`src/rtl/bk_pkg.sv`:
```
// Shared types and helpers for the Brent-Kung prefix adder.
// gp_t carries one (generate, propagate) pair through the prefix tree.
package bk_pkg;

    typedef struct packed {
        logic g;
        logic p;
    } gp_t;

    // Up-sweep level count for an n-bit tree; the down-sweep uses one fewer.
    function automatic int bk_levels(input int n);
        return $clog2(n);
    endfunction

    // Group operator: hi is the more-significant span, lo the adjacent lower span.
    function automatic gp_t gp_op(input gp_t hi, input gp_t lo);
        gp_t r;
        r.g = hi.g | (hi.p & lo.g);
        r.p = hi.p & lo.p;
        return r;
    endfunction

endpackage

```
`src/rtl/bk_black_cell.sv`:
```
// Combinational black cell: merges two adjacent (G,P) spans into one.
module bk_black_cell
    import bk_pkg::*;
(
    input  gp_t hi,
    input  gp_t lo,
    output gp_t res
);

    assign res = gp_op(hi, lo);

endmodule

```
`src/rtl/brent_kung_adder.sv`:
```
// Registered N-bit adder with carry-in built on an explicit Brent-Kung
// prefix tree. There is no handshake: a, b and cin are sampled on every
// rising edge and the matching sum/cout appear after the configured latency.
// Optional macro BK_INPUT_REG_EN adds an input register stage (latency 2).
module brent_kung_adder
    import bk_pkg::*;
#(
    parameter int N = 64
) (
    input  logic         clk,
    input  logic         rst_n,
    input  logic [N-1:0] a,
    input  logic [N-1:0] b,
    input  logic         cin,
    output logic [N-1:0] sum,
    output logic         cout
);

    localparam int LV     = bk_levels(N);
    // Stage 0 is the bit-level row; stages 1..LV are the up-sweep,
    // stages LV+1..2*LV-1 the down-sweep.
    localparam int STAGES = 2 * LV;

    if ((N < 2) || (N > 128) || ((N & (N - 1)) != 0)) begin : g_bad_n
        $error("brent_kung_adder: N must be a power of two in 2..128");
    end

    logic [N-1:0] x_a;
    logic [N-1:0] x_b;
    logic         x_cin;

`ifdef BK_INPUT_REG_EN
    logic [N-1:0] a_q;
    logic [N-1:0] b_q;
    logic         cin_q;

    // Capture operands ahead of the prefix tree; cleared by reset.
    always_ff @(posedge clk) begin
        if (!rst_n) begin
            a_q   <= '0;
            b_q   <= '0;
            cin_q <= 1'b0;
        end else begin
            a_q   <= a;
            b_q   <= b;
            cin_q <= cin;
        end
    end

    assign x_a   = a_q;
    assign x_b   = b_q;
    assign x_cin = cin_q;
`else
    assign x_a   = a;
    assign x_b   = b;
    assign x_cin = cin;
`endif

    for (genvar s = 0; s < STAGES; s++) begin : stg
        gp_t row [N];

        if (s == 0) begin : g_leaf
            // Bit 0 absorbs cin as a generate at position -1, so every
            // prefix G[i:0] below already equals G[i:-1].
            for (genvar i = 0; i < N; i++) begin : g_bit
                if (i == 0) begin : g_lsb
                    assign row[i] = gp_op('{g: x_a[i] & x_b[i], p: x_a[i] ^ x_b[i]},
                                          '{g: x_cin, p: 1'b0});
                end else begin : g_other
                    assign row[i] = '{g: x_a[i] & x_b[i], p: x_a[i] ^ x_b[i]};
                end
            end
        end else begin : g_level
            localparam bit UP   = (s <= LV);
            localparam int D    = UP ? (s - 1) : (2 * LV - 1 - s);
            localparam int SPAN = 1 << D;

            for (genvar i = 0; i < N; i++) begin : g_node
                // Up-sweep merges spans ending at (i+1) multiples of 2*SPAN;
                // down-sweep fills the half-way nodes from a finished prefix.
                localparam bit COMB = UP ? (((i + 1) % (2 * SPAN)) == 0)
                                         : ((((i + 1) % (2 * SPAN)) == SPAN) && (i >= 2 * SPAN));
                if (COMB) begin : g_black
                    bk_black_cell u_cell (
                        .hi  (stg[s-1].row[i]),
                        .lo  (stg[s-1].row[i-SPAN]),
                        .res (row[i])
                    );
                end else begin : g_pass
                    assign row[i] = stg[s-1].row[i];
                end
            end
        end
    end

    logic [N:0]   c;
    logic [N-1:0] sum_next;
    logic [N-1:0] last_p;
    logic         unused_last_p;

    assign c[0] = x_cin;
    for (genvar i = 0; i < N; i++) begin : g_carry
        assign c[i+1]      = stg[STAGES-1].row[i].g;
        assign last_p[i]   = stg[STAGES-1].row[i].p;
        assign sum_next[i] = x_a[i] ^ x_b[i] ^ c[i];
    end

    // Group propagate of the final row is not needed for the sum.
    assign unused_last_p = ^last_p;

    // Output register; reset wins over the freshly computed result.
    always_ff @(posedge clk) begin
        if (!rst_n) begin
            sum  <= '0;
            cout <= 1'b0;
        end else begin
            sum  <= sum_next;
            cout <= c[N];
        end
    end

endmodule

```
`config.mk`:
```
export PLATFORM = sky130hd
export DESIGN_NAME = brent_kung_adder
export DESIGN_NICKNAME = d
export VERILOG_FILES = /design/src/rtl/bk_pkg.sv /design/src/rtl/bk_black_cell.sv /design/src/rtl/brent_kung_adder.sv
export SDC_FILE = /design/constraint.sdc
export NUM_CORES = 1
export LEC_CHECK = 0
export ABC_AREA = 0
export BUFFER_PORTS_ARGS = -buffer_cell sky130_fd_sc_hd__clkbuf_2
export CAP_MARGIN = 20
export CORE_MARGIN = 2
export CORE_UTILIZATION = 50
export CTS_CLUSTER_SIZE = 40
export DETAILED_ROUTE_END_ITERATION = 6
export PLACE_DENSITY = 0.82
export SETUP_SLACK_MARGIN = 0.5
export SYNTH_ARGS = -nofsm -noshare
export SYNTH_HDL_FRONTEND = slang
export SYNTH_HIERARCHICAL = 1
export SYNTH_SLANG_ARGS = --single-unit
```
`constraint.sdc`:
```
create_clock -name clk -period 5.4 [get_ports clk]
set_input_delay 1.62 -clock clk [delete_from_list [all_inputs] [get_ports clk]]
set_output_delay 1.62 -clock clk [all_outputs]
set_load 0.02 [all_outputs]
```
==> run_results.csv, run 1 <==
group,metric,value,unit
timing,hold_ws,1.666,ns
global_route,grt_start_max_net_pins,66,
cts,cts_resized,0,
die,die_area,9711,sq um
synth,netlist_instances,441,
final_layout,synthToLayoutAreaGrowth,28.02,%
die,ios,196,
critical_path,critPathMostFrequentCell,"a21o_1",
die,num_rows,34,
cts,ctsLongestPathBuffers,2,
timing,fin_crit,4.420,ns
hold_path,whs_endpoint,"sum[0]",
drt,wirelength,9.958,mm
final_layout,final_layout_size_suffix_gt1_share,41.55,%
cts,cts_buffers,9,
timing,setup_viol,0,
cts,h-tree-depth,3,
placement,preCtsSetupSlack,0.6335,ns
critical_path,cp-start-kind,"input port",
status,outcome,"complete, no violations",
flow_run,maxCapViolations,0,
timing,rsz0062_at_grt,"no",
power,ir_worst_vdd,0.0001374,V
hold_path,min_from,"cin",
global_route,first_global_vias,3759,
synth,syn_area,4469,sq um
placement,routabilityCongestion,0.8677,
critical_path,cp.arrival,4.64,ns
synth,syn_avg_cell_area,10.13,sq um
power,powerDensity,275.4,nW/um^2
synth,synth_warnings,6,
drt,dr_total_vias,3762,
critical_path,crit_type,"in2reg",
die,die_y,98.55,microns
drt,viasPerCell,4.996,
final_layout,multiInputGateArea,3095,sq um
cts,cts_setup_buffers,0,
critical_path,cp_slowest_cell,"fa_1",
power,p_leak,3.583,nW
global_route,globalRouteMet2Util,36.73,%
drt,drt_iter0_drc,55,
drt,wl_per_cell,13.22,microns
synth,syn_nets,636,
hold_path,holdPathStages,3,
critical_path,cp-end-kind,"flop",
drt,antenna_left,0,
final_layout,nets,835,
timing,worst_pin_slew,0.9821,ns
global_route,grt_pass1_wl,16.26,mm
placement,place_hpwl,8.248,mm
global_route,grt.total_usage,20.24,%
final_layout,regArea,1301,sq um
timing,drv_slew,0,
timing,setup_tns,0,ns
critical_path,crit_fanout,7,
timing,max_slew_margin,34.53,%
drt,drc,0,
cts,postCtsHoldBufs,0,
die,die_x,98.55,microns
die,initial_core_util,51.50,%
cts,root_buffer,"clkbuf_8",
timing,setup_slack,0.9803,ns
critical_path,cpPeakStageDelay,0.45,ns
cts,clk_pin_slew_worst_paths,0.08,ns
placement,portBuffers,195,
critical_path,crit_chain,"clkbuf_2 > fa_1 > a21o_1 > a21o_1 > a21o_1 > a21o_1 > a21o_1 > a21o_1 > a21o_1 > a21o_1 > a21o_1 > a21o_1 > xor2_1 > and2_1",
final_layout,n_fill_cell,730,
global_route,met1_usage,23.27,%
drt,drt_pass1_iterations,4,
cts,clock_sinks,65,
timing,finalHoldViolCount,0,
timing,fmax,226.3,MHz
global_route,antenna_found_initial,0,
global_route,overflow,0,
die,core,8678,sq um
global_route,globalRoute.busiestLayer,"met2",
critical_path,critPathRequiredTime,5.63,ns
hold_path,hold_class,"in2reg",
timing,fin_crit_sh,81.85,%
cts,cts_tree,"yes",
global_route,grtUsageMet3,5.248,%
final_layout,n_antenna_cell,0,
## stage by stage
stage               power [mW]  instance area [sq um]  instances  utilization (%)
floorplan               0.9710                   4469        441                -
global placement         1.126                   5508        737            63.47
detailed placement       1.144                   5508        737            63.47
CTS                      1.593                   5722        753            65.93
global route             1.672                   5722        753            65.93
finish                   1.576                   5722        753            65.93
## state kept, by name, indices dropped and copies added (netlist names)
register  count
sum          64
cout          1
## final cells by class
class | instances | share of cell area [%]
Clock buffer | 11 | 2.646
Clock inverter | 5 | 1.093
Multi-Input combinational cell | 369 | 54.10
Sequential cell | 65 | 22.74
Tap cell | 108 | 2.362
Timing Repair Buffer | 195 | 17.06
## worst max path at each step
stage	start	endpoint	slack, ns	cells after the start
4_1_cts	a[0]	sum[63]	0.98	14
3_5_place_dp	a[0]	sum[63]	0.63	14
2_1_floorplan	a[0]	sum[63]	0.99	13
6_report	a[0]	sum[63]	0.98	14
5_1_grt	a[0]	sum[63]	0.85	14
3_3_place_gp	a[0]	sum[63]	0.69	14
## layout by cell type, fill, tap and decap left out, drive strengths merged
master / n
inv: 1
and2: 122
bufinv: 1
a21o: 120
clkbuf: 206
dfxtp: 65
xor2: 63
ha: 63
clkinvlp: 2
clkinv: 1
fa: 1
## layer usage
metal | vias up | wire [microns]
li1 | 1918 | -
met1 | 1705 | 4172
met2 | 126 | 4914
met3 | 13 | 730
met4 | 0 | 141
met5 | - | 0
## critical path, delay by kind of cell
kind	cells	cell delay (ns)
compound gates	10	2.19
xor+xnor	1	0.13
fa+ha+maj	1	0.45
buf+inv	1	0.09
simple gates	1	0.15
## report_power, final
group,leakage (nW),total (mW),internal [mW],switching [mW]
logic,2.94,0.566,0.267,0.299
registers,0.542,0.566,0.548,0.0179
clock network,0.102,0.444,0.241,0.203
(Power assumes the default switching activity.)
==> run 2, diff against run 1 <==
--- a/config.mk
+++ b/config.mk
@@ -9,10 +9,10 @@
 export BUFFER_PORTS_ARGS = -buffer_cell sky130_fd_sc_hd__clkbuf_2
 export CAP_MARGIN = 20
 export CORE_MARGIN = 2
-export CORE_UTILIZATION = 50
+export CORE_UTILIZATION = 45
 export CTS_CLUSTER_SIZE = 40
 export DETAILED_ROUTE_END_ITERATION = 6
-export PLACE_DENSITY = 0.82
+export PLACE_DENSITY = 0.78
 export SETUP_SLACK_MARGIN = 0.5
 export SYNTH_ARGS = -nofsm -noshare
 export SYNTH_HDL_FRONTEND = slang
==> constraint.sdc (replaced) <==
create_clock -name clk -period 4 [get_ports clk]
set_input_delay 1.2 -clock clk [delete_from_list [all_inputs] [get_ports clk]]
set_output_delay 1.2 -clock clk [all_outputs]
set_load 0.02 [all_outputs]
==> run 2 against run 1 <==
  * Power increased by 33%
  * Routed wire length increased by 8.2%
  * First-iteration DRC count increased by 78%
  * Final area increased by 6.0%
  * Combinational power increased by 45%
  * Die area increased by 11%
  * Non-clock buffer count increased by 16
  * Clock power increased by 14%
  * Critical path type unchanged
  * Via count increased by 2.4%
  * Critical endpoint unchanged
==> run_results.csv, run 2 (synthesis gave the netlist of run 1 again) <==
group,metric,value,unit
drt,drt_pass1_iterations,4,
flow_run,maxCapViolations,0,
drt,dr_total_vias,3854,
final_layout,layout_common_cells,"194 x clkbuf_2, 120 x a21o_1, 65 x and2_1, 65 x dfxtp_1, 63 x xor2_1",
die,ios,196,
cts,ctsLongestPathBuffers,2,
global_route,first_global_vias,3881,
cts,cts_tree,"yes",
final_layout,final_common_cell,"clkbuf_2",
drt,antenna_left,0,
placement,routabilityCongestion,0.8113,
timing,rsz0062_at_grt,"yes",
final_layout,largest_reg_flops,64,
die,core,9729,sq um
timing,finalHoldViolCount,0,
die,initial_core_util,45.94,%
critical_path,cp.arrival,3.78,ns
timing,hold_ws,1.262,ns
timing,setup_tns,0,ns
final_layout,nets,851,
global_route,grt_start_max_net_pins,66,
timing,fin_crit,3.545,ns
hold_path,hold_class,"in2reg",
drt,drc,0,
final_layout,regMostFlops,"sum",
final_layout,synthToLayoutAreaGrowth,35.72,%
cts,clk_pin_slew_worst_paths,0.07,ns
cts,clock_sinks,65,
drt,viasPerCell,4.854,
final_layout,fin_util,62.35,%
cts,root_buffer,"clkbuf_8",
timing,fin_crit_sh,88.62,%
final_layout,final_layout_size_suffix_gt1_share,45.23,%
drt,wirelength,10.78,mm
final_layout,fin_cells,794,
global_route,grt_pass1_wl,17.32,mm
die,num_rows,36,
power,finalPower,2.095,mW
die,die_y,103.7,microns
placement,dp_cells,769,
power,powerDensity,345.5,nW/um^2
drt,drt_iter0_drc,98,
final_layout,top_regs,"sum: 64 flops, cout: 1 flops",
placement,place_hpwl,8.405,mm
global_route,grt.total_usage,19.47,%
power,p_leak,3.663,nW
timing,drv_slew,0,
timing,max_slew_margin,68.72,%
placement,portBuffers,195,
cts,cts_buffers,9,
critical_path,crit_fanout,4,
cts,postCtsHoldBufs,0,
power,ir_worst_vdd,0.0001689,V
critical_path,crit_type,"in2reg",
timing,worst_pin_slew,0.4692,ns
die,die_x,103.7,microns
critical_path,critPathRequiredTime,4.24,ns
cts,h-tree-depth,3,
die,die_area,10750,sq um
timing,setup_viol,0,
global_route,antenna_found_initial,0,
final_layout,n_antenna_cell,0,
global_route,overflow,0,
timing,fmax,282.1,MHz
critical_path,cp-start-kind,"input port",
critical_path,cp-end-kind,"flop",
status,outcome,"complete, no violations",
drt,wl_per_cell,13.57,microns
## run 2: critical path, cell delays in order
cell	delay (ns)
buf_6	0.09
fa_2	0.38
a21o_1	0.18
a21o_1	0.18
a21o_1	0.17
a21o_1	0.18
a21o_1	0.20
a21o_1	0.20
a21o_1	0.19
a21o_1	0.19
a21o_1	0.18
a21o_1	0.16
xor2_1	0.13
and2_1	0.14
## run 2: timing repair
action,CTS,global route
pin swaps,1,3
setup buffers,4,4
gates resized for setup,2,16
endpoints found under the setup margin,3,7
## run 2: worst paths after layout
path | slack, ns | from | end | cells after the start
worst min-delay path | 1.26 | a[0] | sum[0] | 3
worst max-delay path | 0.46 | a[0] | sum[63] | 14
## run 2: report_power, final
part / internal (mW) / leakage, nW / switching (mW)
logic: 0.403 / 3.03 / 0.419
registers: 0.740 / 0.542 / 0.0266
clock network: 0.256 / 0.0932 / 0.250
total: 1.40 / 3.66 / 0.695
## run 2: through the flow
step                      worst slack (ns)  instance area, sq um
after floorplan                    0.08094                  4472
after global placement             0.08969                  5594
after detailed placement           0.03347                  5594
after CTS                           0.4407                  5823
after global routing                0.3665                  6066
final                               0.4552                  6066
## run 2: cell type report
type                       instances  area, sq um
timing repair buffer             211         1126
sequential                        65         1301
fill                             816         3664
clock inverter                     3        15.01
tap                              133        166.4
clock buffer                      13        158.9
multi-input combinational        369         3298
## run 2: layer usage
layer	global-route usage [%]	part of all wire, %	vias to the layer above
li1	-	-	1946
met1	21.82	41	1776
met2	35.29	52	122
met3	5.286	6.3	10
met4	7.046	0.88	0
met5	0	0	-
==> run 3, diff against run 2 <==
--- a/config.mk
+++ b/config.mk
@@ -6,8 +6,7 @@
 export NUM_CORES = 1
 export LEC_CHECK = 0
 export ABC_AREA = 0
-export BUFFER_PORTS_ARGS = -buffer_cell sky130_fd_sc_hd__clkbuf_2
-export CAP_MARGIN = 20
+export BUFFER_PORTS_ARGS = -buffer_cell sky130_fd_sc_hd__buf_2
 export CORE_MARGIN = 2
 export CORE_UTILIZATION = 45
 export CTS_CLUSTER_SIZE = 40
==> run 3 against run 2 <==
  * First-iteration DRC count is 8.2% lower
  * Critical path depth unchanged
  * Sequential share of layout area decreased by 0.19 points
  * Critical endpoint unchanged
==> run_results.csv, run 3 (synthesis gave the netlist of run 1 again) <==
group,metric,value,unit
die,initial_core_util,45.94,%
placement,routabilityCongestion,0.8243,
cts,cts_buffers,9,
drt,drt_pass1_iterations,4,
status,outcome,"complete, no violations",
power,p_sw,0.6989,mW
timing,fin_crit,3.519,ns
global_route,grt_pass1_wl,17.63,mm
final_layout,top_regs,"sum: 64 flops, cout: 1 flops",
die,die_area,10750,sq um
critical_path,crit_type,"in2reg",
hold_path,hold_class,"in2reg",
power,powerDensity,351.1,nW/um^2
placement,place_hpwl,8.427,mm
global_route,antenna_found_initial,0,
final_layout,largest_reg_flops,64,
power,swShare,32.52,%
die,die_x,103.7,microns
final_layout,final_layout_size_suffix_gt1_share,46.08,%
timing,setup_viol,0,
final_layout,synthToLayoutAreaGrowth,36.95,%
timing,max_slew_margin,40.09,%
final_layout,nets,856,
timing,fmax,284.1,MHz
timing,fin_crit_sh,87.99,%
drt,dr_total_vias,3831,
timing,drv_slew,0,
critical_path,cpPeakStageDelay,0.32,ns
power,p_leak,3.681,nW
critical_path,critPathMostFrequentCell,"a21o_1",
placement,portBuffers,195,
global_route,grt.total_usage,19.76,%
power,power.internal,1.450,mW
power,pwr-share-clk,25.6,%
cts,root_buffer,"clkbuf_8",
critical_path,cp-end-kind,"flop",
power,ir_worst_vdd,0.0001736,V
drt,antenna_left,0,
global_route,grt_start_max_net_pins,66,
final_layout,layout_common_cells,"194 x buf_2, 120 x a21o_1, 65 x and2_1, 65 x dfxtp_1, 63 x xor2_1",
die,ios,196,
timing,setup_tns,0,ns
global_route,overflow,0,
drt,wirelength,10.74,mm
power,seqPwrFrac,35.4,%
timing,worst_pin_slew,0.8987,ns
final_layout,regMostFlops,"sum",
drt,viasPerCell,4.807,
cts,ctsLongestPathBuffers,2,
flow_run,maxCapViolations,0,
critical_path,cp-start-kind,"input port",
critical_path,cp_slowest_cell,"ha_1",
die,die_y,103.7,microns
critical_path,crit_fanout,3,
global_route,first_global_vias,4041,
drt,drt_iter0_drc,90,
critical_path,crit_chain,"buf_2 > ha_1 > and2_2 > and2_2 > and2_2 > and2_2 > a21o_1 > a21o_1 > a21o_1 > a21o_1 > a21o_1 > a21o_1 > xor2_1 > and2_1",
cts,h-tree-depth,3,
drt,drc,0,
final_layout,final_common_cell,"buf_2",
timing,finalHoldViolCount,0,
critical_path,cp.arrival,3.75,ns
critical_path,critPathTopFamily,"compound AO/OA/AOI/OAI gates",
cts,clk_pin_slew_worst_paths,0.07,ns
cts,postCtsHoldBufs,0,
cts,clock_sinks,65,
die,num_rows,36,
drt,wl_per_cell,13.48,microns
critical_path,critPathRequiredTime,4.23,ns
timing,rsz0062_at_grt,"yes",
critical_path,timing.critical_path.buf_inv,1,
cts,cts_tree,"yes",
final_layout,n_antenna_cell,0,
timing,hold_ws,1.260,ns
power,combPwrFrac,39.0,%
die,core,9729,sq um
## run 3: cell count changes in the layout (fill, tap and decap cells not counted), sizes merged
cell    before  now
bufinv       0    1
buf         17  216
clkbuf     207   10
## run 3: per-stage QoR
step           std cells  area, sq um  util (%)  worst slack (ns)  power (mW)
2_1_floorplan        441         4472         -           0.08094       1.311
3_3_place_gp         769         5594     57.50           0.08023       1.534
3_5_place_dp         769         5594     57.50           0.03277       1.556
4_1_cts              790         5833     59.95            0.4236       2.127
5_1_grt              797         6121     62.91            0.3630       2.285
6_report             797         6121     62.91            0.4805       2.149
## run 3: power groups by stage
| stage | Clock [mW] | Sequential [mW] | Combinational [mW] |
|---|---|---|---|
| floorplan | 0 | 0.898 | 0.413 |
| global placement | 0 | 0.776 | 0.758 |
| detailed placement | 0 | 0.776 | 0.780 |
| CTS | 0.567 | 0.763 | 0.797 |
| global route | 0.592 | 0.770 | 0.922 |
| finish | 0.549 | 0.762 | 0.838 |
## run 3: worst paths after layout
| check | start | end | slack (ns) | cells past startpoint |
|---|---|---|---|---|
| worst min-delay path | a[0] | sum[0] | 1.26 | 3 |
| worst max-delay path | a[18] | sum[63] | 0.48 | 14 |
## run 3: timing repair
| item | 4_1_cts | 5_1_grt |
|---|---|---|
| pin swaps | 4 | 10 |
| gates resized for setup | 1 | 20 |
| setup buffers | 7 | 7 |
| endpoints found under the setup margin | 3 | 12 |
## run 3: layer usage
layer / track usage (%) / wire [microns]
met3: 4.468 / 619
met5: 0 / 0
met1: 21.63 / 4338
met4: 7.143 / 204
met2: 37.13 / 5578
## run 3: area by class of cell
cell class                 count  area [sq um]
timing repair buffer         216          1147
multi-input combinational    369          3323
sequential                    65          1301
clock inverter                 4         45.04
tap                          133         166.4
clock buffer                  10         137.6
fill                         851          3608
## run 3: tightest hold or removal path: stages
cell and delay, ns:
buf_6 0.07, fa_2 0.18, and2_1 0.12
